**src/rtl/mmio_pkg.sv**
```systemverilog
// Shared definitions for the memory-mapped byte I/O port: register offsets,
// STATUS bit positions and the byte type.
package mmio_pkg;

  typedef logic [7:0] byte_t;

  localparam byte_t OFS_DATA   = 8'd0;
  localparam byte_t OFS_STATUS = 8'd1;

  localparam int STAT_TX_FULL  = 0;
  localparam int STAT_RX_EMPTY = 1;
  localparam int STAT_TX_OVF   = 2;
  localparam int STAT_RX_UNF   = 3;

endpackage

```
**src/rtl/mmio_io_port_sync_fifo.sv**
```systemverilog
// Byte-wide synchronous FIFO. Full/empty come from the registered count, so a
// push to a full FIFO or a pop from an empty one is dropped regardless of the
// opposite operation in the same cycle.
module sync_fifo
  import mmio_pkg::*;
#(
  parameter int DEPTH = 4
) (
  input  logic  clock,
  input  logic  reset,
  input  logic  push_i,
  input  byte_t din_i,
  input  logic  pop_i,
  output logic  full_o,
  output logic  empty_o,
  output byte_t head_o
);

  localparam int AW = (DEPTH > 1) ? $clog2(DEPTH) : 1;
  localparam int CW = AW + 1;

  byte_t          mem_q [DEPTH];
  logic [AW-1:0]  wr_ptr_q;
  logic [AW-1:0]  rd_ptr_q;
  logic [CW-1:0]  count_q;
  logic [CW-1:0]  count_d;
  logic           do_push;
  logic           do_pop;

  assign full_o  = (count_q == CW'(DEPTH));
  assign empty_o = (count_q == '0);
  assign head_o  = mem_q[rd_ptr_q];

  assign do_push = push_i && !full_o;
  assign do_pop  = pop_i && !empty_o;

  always_comb begin
    count_d = count_q;
    case ({do_push, do_pop})
      2'b10:   count_d = count_q + CW'(1);
      2'b01:   count_d = count_q - CW'(1);
      default: count_d = count_q;
    endcase
  end

  // Storage is cleared on reset so the TX head reads 8'h00 out of reset.
  always_ff @(posedge clock) begin
    if (reset) begin
      for (int i = 0; i < DEPTH; i++) mem_q[i] <= '0;
      wr_ptr_q <= '0;
      rd_ptr_q <= '0;
      count_q  <= '0;
    end else begin
      if (do_push) begin
        mem_q[wr_ptr_q] <= din_i;
        wr_ptr_q        <= wr_ptr_q + 1'b1;
      end
      if (do_pop) rd_ptr_q <= rd_ptr_q + 1'b1;
      count_q <= count_d;
    end
  end

endmodule

```
**src/rtl/mmio_io_port.sv**
```systemverilog
// Memory-mapped byte I/O responder: DATA/STATUS decode, TX and RX FIFOs.
// Define MMIO_IO_PORT_ERR_EN to build the sticky overflow/underflow flags.
module mmio_io_port
  import mmio_pkg::*;
#(
  parameter byte_t BASE_ADDR = 8'hF0,
  parameter int    DEPTH     = 4
) (
  input  logic  clock,
  input  logic  reset,
  input  logic  memWrite,
  input  logic  memRead,
  input  byte_t endereco,
  input  byte_t escreveDado,
  output byte_t leDado,
  output logic  hit,
  output byte_t tx_data,
  output logic  tx_valid,
  input  logic  tx_ready,
  input  byte_t rx_data,
  input  logic  rx_valid,
  output logic  rx_ready
);

  localparam byte_t ADDR_DATA   = BASE_ADDR + OFS_DATA;
  localparam byte_t ADDR_STATUS = BASE_ADDR + OFS_STATUS;

  logic  sel_data;
  logic  sel_status;
  logic  tx_full;
  logic  tx_empty;
  logic  rx_full;
  logic  rx_empty;
  byte_t rx_head;
  logic  tx_ovf;
  logic  rx_unf;
  byte_t status;

  assign sel_data   = (endereco == ADDR_DATA);
  assign sel_status = (endereco == ADDR_STATUS);
  assign hit        = sel_data || sel_status;

  sync_fifo #(.DEPTH(DEPTH)) u_tx_fifo (
    .clock   (clock),
    .reset   (reset),
    .push_i  (memWrite && sel_data),
    .din_i   (escreveDado),
    .pop_i   (tx_ready),
    .full_o  (tx_full),
    .empty_o (tx_empty),
    .head_o  (tx_data)
  );

  sync_fifo #(.DEPTH(DEPTH)) u_rx_fifo (
    .clock   (clock),
    .reset   (reset),
    .push_i  (rx_valid),
    .din_i   (rx_data),
    .pop_i   (memRead && sel_data),
    .full_o  (rx_full),
    .empty_o (rx_empty),
    .head_o  (rx_head)
  );

  assign tx_valid = !tx_empty;
  assign rx_ready = !rx_full;

`ifdef MMIO_IO_PORT_ERR_EN
  logic tx_ovf_q, tx_ovf_d;
  logic rx_unf_q, rx_unf_d;

  always_comb begin
    tx_ovf_d = tx_ovf_q;
    rx_unf_d = rx_unf_q;
    if (memWrite && sel_status) begin
      if (escreveDado[STAT_TX_OVF]) tx_ovf_d = 1'b0;
      if (escreveDado[STAT_RX_UNF]) rx_unf_d = 1'b0;
    end
    if (memWrite && sel_data && tx_full) tx_ovf_d = 1'b1;
    if (memRead && sel_data && rx_empty) rx_unf_d = 1'b1;
  end

  always_ff @(posedge clock) begin
    if (reset) begin
      tx_ovf_q <= 1'b0;
      rx_unf_q <= 1'b0;
    end else begin
      tx_ovf_q <= tx_ovf_d;
      rx_unf_q <= rx_unf_d;
    end
  end

  assign tx_ovf = tx_ovf_q;
  assign rx_unf = rx_unf_q;
`else
  assign tx_ovf = 1'b0;
  assign rx_unf = 1'b0;
`endif

  always_comb begin
    status                = '0;
    status[STAT_TX_FULL]  = tx_full;
    status[STAT_RX_EMPTY] = rx_empty;
    status[STAT_TX_OVF]   = tx_ovf;
    status[STAT_RX_UNF]   = rx_unf;
  end

  // An empty RX shows 8'h00 rather than the stale slot under the read pointer.
  always_comb begin
    leDado = '0;
    if (sel_data) leDado = rx_empty ? 8'h00 : rx_head;
    else if (sel_status) leDado = status;
  end

endmodule

```
**config.mk**
```make
export PLATFORM = sky130hd
export DESIGN_NAME = mmio_io_port
export DESIGN_NICKNAME = d
export VERILOG_FILES = /design/src/rtl/mmio_pkg.sv /design/src/rtl/mmio_io_port_sync_fifo.sv /design/src/rtl/mmio_io_port.sv
export SDC_FILE = /design/constraint.sdc
export NUM_CORES = 1
export LEC_CHECK = 0
export ABC_AREA = 0
export BUFFER_PORTS_ARGS = -buffer_cell sky130_fd_sc_hd__buf_2
export CAP_MARGIN = 0
export CORE_AREA = 2 2 91 93
export CTS_CLUSTER_DIAMETER = 100
export DETAILED_ROUTE_END_ITERATION = 8
export DIE_AREA = 0 0 93 95
export PLACE_DENSITY_LB_ADDON = 0.1
export SLEW_MARGIN = 20
export SYNTH_ARGS = -nofsm -noshare
export SYNTH_HDL_FRONTEND = slang
export SYNTH_SLANG_ARGS = --single-unit
```
**constraint.sdc**
```tcl
create_clock -name clock -period 2.4 [get_ports clock]
set_input_delay 0.36 -clock clock [delete_from_list [all_inputs] [get_ports clock]]
set_output_delay 0.36 -clock clock [all_outputs]
set_load 0.03 [all_outputs]
```
---- Word level (Yosys, flattened, before mapping) ----
Memories as Yosys holds them, arrays and structs flattened. A register that Yosys moved wholly into a read port is not among the register bits.
Cells that the tools add are included.
storage, ports and cells
  flip-flop bits (word level) ............. 14
  memory bits (writable) .................. 64
  bits of input ports ..................... 30
  logic and storage cells ................. 64
  memories ................................ 2
memory list
  name             words  bits a word  rd ports  clocked after Yosys merged registers in  wr ports  line                          source
  u_rx_fifo.mem_q  4      8            1         1                                        4         mmio_io_port_sync_fifo.sv:22  byte_t mem_q [DEPTH];
  u_tx_fifo.mem_q  4      8            1         1                                        4         mmio_io_port_sync_fifo.sv:22
operators by class
  $add $sub $neg .......................... 8
  equal/unequal tests ..................... 8
  multiplexer cells ....................... 23
  reduce and logical (&&, ||, !) cells .... 17
operators with widths
  operator                                                               count
  8-bit two-way mux                                                      4
  8-bit equality test, second input constant                             2
  8-bit OR reduction                                                     2
  2-bit two-way mux                                                      7
  3-bit case mux with 2 select lines                                     2
  1-bit two-way mux                                                      10
  2-bit by 1-bit adder with 2-bit output, second input constant          4
  3-bit by 1-bit adder with 3-bit output, second input constant          2
  3-bit equality test, second input constant                             2
  1-bit logical AND                                                      6
  3-bit zero test                                                        2
  3-bit by 1-bit subtractor with 3-bit output, second input constant     2
  2-bit by 1-bit equality test with 1-bit output, second input constant  2
  2-bit equality test, second input constant                             2
  1-bit zero test                                                        4
  2-bit nonzero test                                                     2
  1-bit logical OR                                                       1

---- Longest topological paths before layout ----
  depth after elaboration ................. 8
  gate-level depth with buffers ........... 9
  depth with buffers taken out ............ 8

---- Hierarchy ----
Synthesis repeated with hierarchy kept, for this count alone.
unflattened totals
  cells, all modules ...................... 293
  area total of the unflattened synthesis .. 3995.1 sq um
modules (own cells, without submodules)
  module        instances  cells an instance  area each (sq um)  sequential area each (sq um)
  sync_fifo     2          131                1885.6             1141.1
  mmio_io_port  1          31                 224.0              0.0

---- Worst setup path before layout ----
No wires, ideal clock.
  path kind ............................... in2reg
  start point ............................. input port endereco[2]
  end point ............................... register u_rx_fifo.count_q[2]
  library setup time ...................... 103 ps
  arrival ................................. 2049 ps
  path slack .............................. 248 ps
  cell stages on the path ................. 7
  path buffers ............................ 0
  cells stage by stage .................... nand4bb_4 -> nor4_4 -> and2_1 -> fa_1 -> and2_1 -> mux2i_1 -> a2111oi_2
on the way
  longest elaborated chain between the ends .. 5
RTL lines
  element                                                                                       line                          source
  from (decl)                                                                                   mmio_io_port.sv:13            input byte_t endereco,
  8-bit equality test *                                                                         mmio_io_port.sv:39            assign sel_data = (endereco == ADDR_DATA);
  1-bit logical AND *                                                                           mmio_io_port.sv:59            .pop_i (memRead && sel_data),
  1-bit logical AND *                                                                           mmio_io_port_sync_fifo.sv:35  assign do_pop = pop_i && !empty_o;
  2-bit by 1-bit equality test with 1-bit output / 2-bit equality test (equally long branches)  mmio_io_port_sync_fifo.sv:39  case ({do_push, do_pop})
  3-bit case mux with 2 select lines / 2-bit nonzero test (equally long branches)               -
  to (signal assigned)                                                                          mmio_io_port_sync_fifo.sv:59  count_q <= count_d;
  to (decl)                                                                                     mmio_io_port_sync_fifo.sv:25  logic [CW-1:0] count_q;
Every way passes the cells marked *; elsewhere a longest branch is shown, timed or not.
A chain may end at the register's enable or synchronous reset.

==> results.md <==
Status:
- The run finished with clean final reports.

Logic synthesis:
- Summed over all instances, the cell type with the most area after synthesis is sky130_fd_sc_hd__edfxtp_1.
- The distinct cell type count after synthesis is 40.
- In this run, synthesis produced a sequential element count of 82.
- The number of synthesized flops with an enable pin is 64.
- The most frequently used flop master after synthesis is sky130_fd_sc_hd__edfxtp_1.
- The number of nets in the synthesized netlist is 307.
- Of the synthesized area, sequential elements account for 59.69%.
- By area, the combinational part of the netlist is dominated by simple AND/OR/NAND/NOR gates.
- Of the total synthesized cell area, the portion taken by AND, OR, NAND and NOR gates is 21.73%.
- The share of the synthesized area in compound gates (AO/OA/AOI/OAI) is 3.207%.
- Multiplexer cells account for 10.24% of the synthesized area.
- The most frequent cell after synthesis is sky130_fd_sc_hd__edfxtp_1.
- After Yosys synthesis, full adders, half adders and majority gates account for 1.374% of the synthesized area.
- By count the netlist is led by 64 x sky130_fd_sc_hd__edfxtp_1, 51 x sky130_fd_sc_hd__and2_1, 22 x sky130_fd_sc_hd__and3_1.
- In the post-synthesis netlist, the biggest area contributors are sky130_fd_sc_hd__edfxtp_1 50%, sky130_fd_sc_hd__dfxtp_1 9.4%, sky130_fd_sc_hd__mux4_2 9.4%.
- The instance count of the mapped netlist is 274.
- Of the total synthesized cell area, the portion taken by XOR and XNOR cells is 2.029%.
- The mean instance size in the synthesized netlist is 13.95 um2.
- Summing every instance area after synthesis gives 3824 um2.
- The area share of the leading cell type in the synthesized netlist is 50.26%.
- For this run, the number of Yosys warnings is 0.
- The async set-reset flop share out of synthesis is 0%.

Placed design:
- The routability congestion estimate from global placement is 0.7528.
- Input and output buffers added on the ports amount to 48.
- The number of placed instances, taps included, is 430.
- Before CTS, the worst setup slack after placement is 70.57 ps.
- The total cell area at the placement stage is 4257 um2.
- The wire-length estimate of the detail-placed layout is 4928 um.

Cells and area:
- The post-route netlist has 31.38% of its cells at a drive strength greater than 1.
- The final layout net count is 369.
- 0 antenna diodes ended up in the layout.
- The number of fillers in the final layout is 679.
- The area of all placed cells without fillers is 4487 um2.
- Once layout is complete, the cells apart from fillers number 446.
- The core utilization of the finished layout is 56.60%.
- The area growth from synthesis to layout is 17.34%.

STA:
- The final-report max-slew violation count is 0.
- The largest clock skew in the final design is 11.17 ps.
- In this run the tightest slew margin relative to its limit is 65.20%.
- The pin slew with the least headroom to its limit is 521.2 ps.
- The shortest period the worst path allows is 2187 ps.
- The count of endpoints failing hold in the final timing report is 0.
- Setup violations remaining at the end of the flow were counted as 0.
- Summed over all failing endpoints, the final setup total negative slack is 0 ps.
- Setup repair after global routing left no endpoint under its margin.
- The maximum operating frequency is 457.2 MHz.
- The worst hold margin is 306.6 ps.
- The final setup slack of the worst path is 213.0 ps.
- In the finished design, the share of the clock period the worst path needs comes to 91.12%.

Drt:
- The DRC marker count from the first detailed-route iteration is 72.
- The first detailed-routing pass took 4 iterations.
- The total via count in the routed design is 2252.
- After detailed routing, the number of remaining DRC violations is 0.
- In the final routed layout, each cell accounts on average for 15.33 um.
- The number of nets still failing antenna checks after routing is 0.
- The total wire length is 6839 um.
- After detailed routing, the number of vias per cell comes to 5.049.

Power and ir drop:
- VDD sags by at most 0.3832 mV.
- Power spread over the standard cell area amounts to 660.4 nW/um2.
- The static leakage power is 1.770 nW.
- The overall power is 2.963 mW.

Run:
- The number of max-cap violations is 0.

Global routing:
- Entering global routing, the biggest net connects 25 pins.
- The first global-routing pass estimated 11180 um of wire.
- The number of global-route vias before repair is 2234.
- After global routing the overflow that remains totals 0.
- Across every metal layer, demand over resource in global routing totals 17.20%.
- The initial antenna violation count is 0.

Die:
- The die footprint is 8835 um2.
- The vertical extent of the die is 95 um.
- The initial utilization of the core area, before any placement, comes to 48.23%.
- From left edge to right edge, the die measures 93 um.
- For this design the top-level I/O count stands at 49.
- After floorplanning, the core was divided into 33 placement rows.
- The area of the placeable core is 7928 um2.

Clock tree:
- The TritonCTS clock tree is yes.
- The cell at the root of the clock tree is sky130_fd_sc_hd__clkbuf_8.
- The number of buffers between clock root and the deepest sink is 2.
- The H-tree generated during clock tree synthesis spans 3 levels.
- The post-cts sizing count is 0.
- The count of hold buffers inserted by post-cts repair is 0.
- Clock tree synthesis found a total of 82 sinks.
- Clock-pin slew was measured on the worst setup and hold paths at 90 ps.
- Once the clock tree was built, the setup fixing pass inserted 0 buffers.
- The worst-skew pair later-pin latency is 360 ps.
- The number of buffers created by CTS is 9.

Setup path:
- The worst path required time is 2040 ps.
- The critical path is of the flop to output pin type.
- The worst setup path is launched from a flop.
- The type of destination of the critical path is an output pin.
- Along the worst path, the maximum fanout reaches 5.
- Data on the critical path arrives at its endpoint at 1830 ps.

Min path:
- The class of the most critical hold timing path is input port to flop.
[placed cells by master (no fill, tap or decap), types with 2 or more instances in the layout]
cell,netlist,layout
sky130_fd_sc_hd__a21o_1,2,2
sky130_fd_sc_hd__a21oi_1,7,7
sky130_fd_sc_hd__a31o_2,2,2
sky130_fd_sc_hd__and2_1,51,51
sky130_fd_sc_hd__and3_1,22,22
sky130_fd_sc_hd__buf_2,2,48
sky130_fd_sc_hd__buf_4,0,14
sky130_fd_sc_hd__bufinv_16,0,2
sky130_fd_sc_hd__clkbuf_8,0,9
sky130_fd_sc_hd__dfxtp_1,18,17
sky130_fd_sc_hd__edfxtp_1,64,64
sky130_fd_sc_hd__fa_1,2,2
sky130_fd_sc_hd__inv_1,6,6
sky130_fd_sc_hd__inv_6,0,3
sky130_fd_sc_hd__mux2i_1,2,2
sky130_fd_sc_hd__mux4_2,16,16
sky130_fd_sc_hd__nand2_1,7,7
sky130_fd_sc_hd__nand2b_1,5,5
sky130_fd_sc_hd__nand3_1,2,2
sky130_fd_sc_hd__nand3b_1,2,2
sky130_fd_sc_hd__nor2_1,18,18
sky130_fd_sc_hd__nor2b_1,3,3
sky130_fd_sc_hd__nor3_1,2,2
sky130_fd_sc_hd__nor4_4,3,3
sky130_fd_sc_hd__o21ai_0,2,2
sky130_fd_sc_hd__or2_1,4,4
sky130_fd_sc_hd__or3_1,3,3
sky130_fd_sc_hd__xnor2_1,4,4
sky130_fd_sc_hd__xor2_1,3,3
[critical path: stages (launching register included)]
cell and delay, ps:
sky130_fd_sc_hd__dfxtp_2 420, sky130_fd_sc_hd__buf_4 190, sky130_fd_sc_hd__mux4_2 490, sky130_fd_sc_hd__and3_1 200, sky130_fd_sc_hd__buf_2 180
[where the power goes]
part	internal, mW	switching [mW]
clock	0.604	0.538
sequential	1.59	0.0238
combinational	0.0870	0.117
[state kept, by name (all words and copies together), names as in the netlist, named ones only]
register	count
u_rx_fifo.count_q	3
u_rx_fifo.mem_q	32
u_rx_fifo.rd_ptr_q	2
u_rx_fifo.wr_ptr_q	2
u_tx_fifo.count_q	3
u_tx_fifo.mem_q	32
u_tx_fifo.rd_ptr_q	2
u_tx_fifo.wr_ptr_q	2
[layout make-up]
type | count | area [um2] | area share [%]
clock buffers | 9 | 123.9 | 2.761
clock inverters | 7 | 105.1 | 2.342
inverters | 6 | 22.52 | 0.5020
multi-input cells | 175 | 1475 | 32.88
flip-flops and latches | 82 | 2283 | 50.89
well taps | 105 | 131.4 | 2.928
repair buffers | 62 | 345.3 | 7.697
[metal layers]
metal / GRT usage [%] / vias up / wire length, um
li1: - / 1133 / -
met3: 3.671 / 9 / 216
met5: 0 / - / 0
met2: 29.41 / 41 / 3452
met4: 7.353 / 0 / 115
met1: 21.29 / 1069 / 3055
[kinds of logic (layout without fill, tap and decap cells)]
group,after synthesis,after routing
simple gates,128,128
flops,82,82
mux,19,19
compound gates,17,17
buf+inv,17,84
xor+xnor,8,8
fa+ha+maj,3,3
[worst paths after layout]
kind,slack [ps],endpoint,from,cells after the start
hold reg to reg,520,u_rx_fifo.wr_ptr_q[1],u_rx_fifo.wr_ptr_q[1],2
setup reg to reg,310,u_tx_fifo.count_q[2],u_tx_fifo.count_q[0],8
setup / recovery,210,leDado[3],flop,4
hold / removal,310,u_rx_fifo.mem_q[3][5],rx_data[5],2
Note: power is estimated with default switching activity, not from simulation.
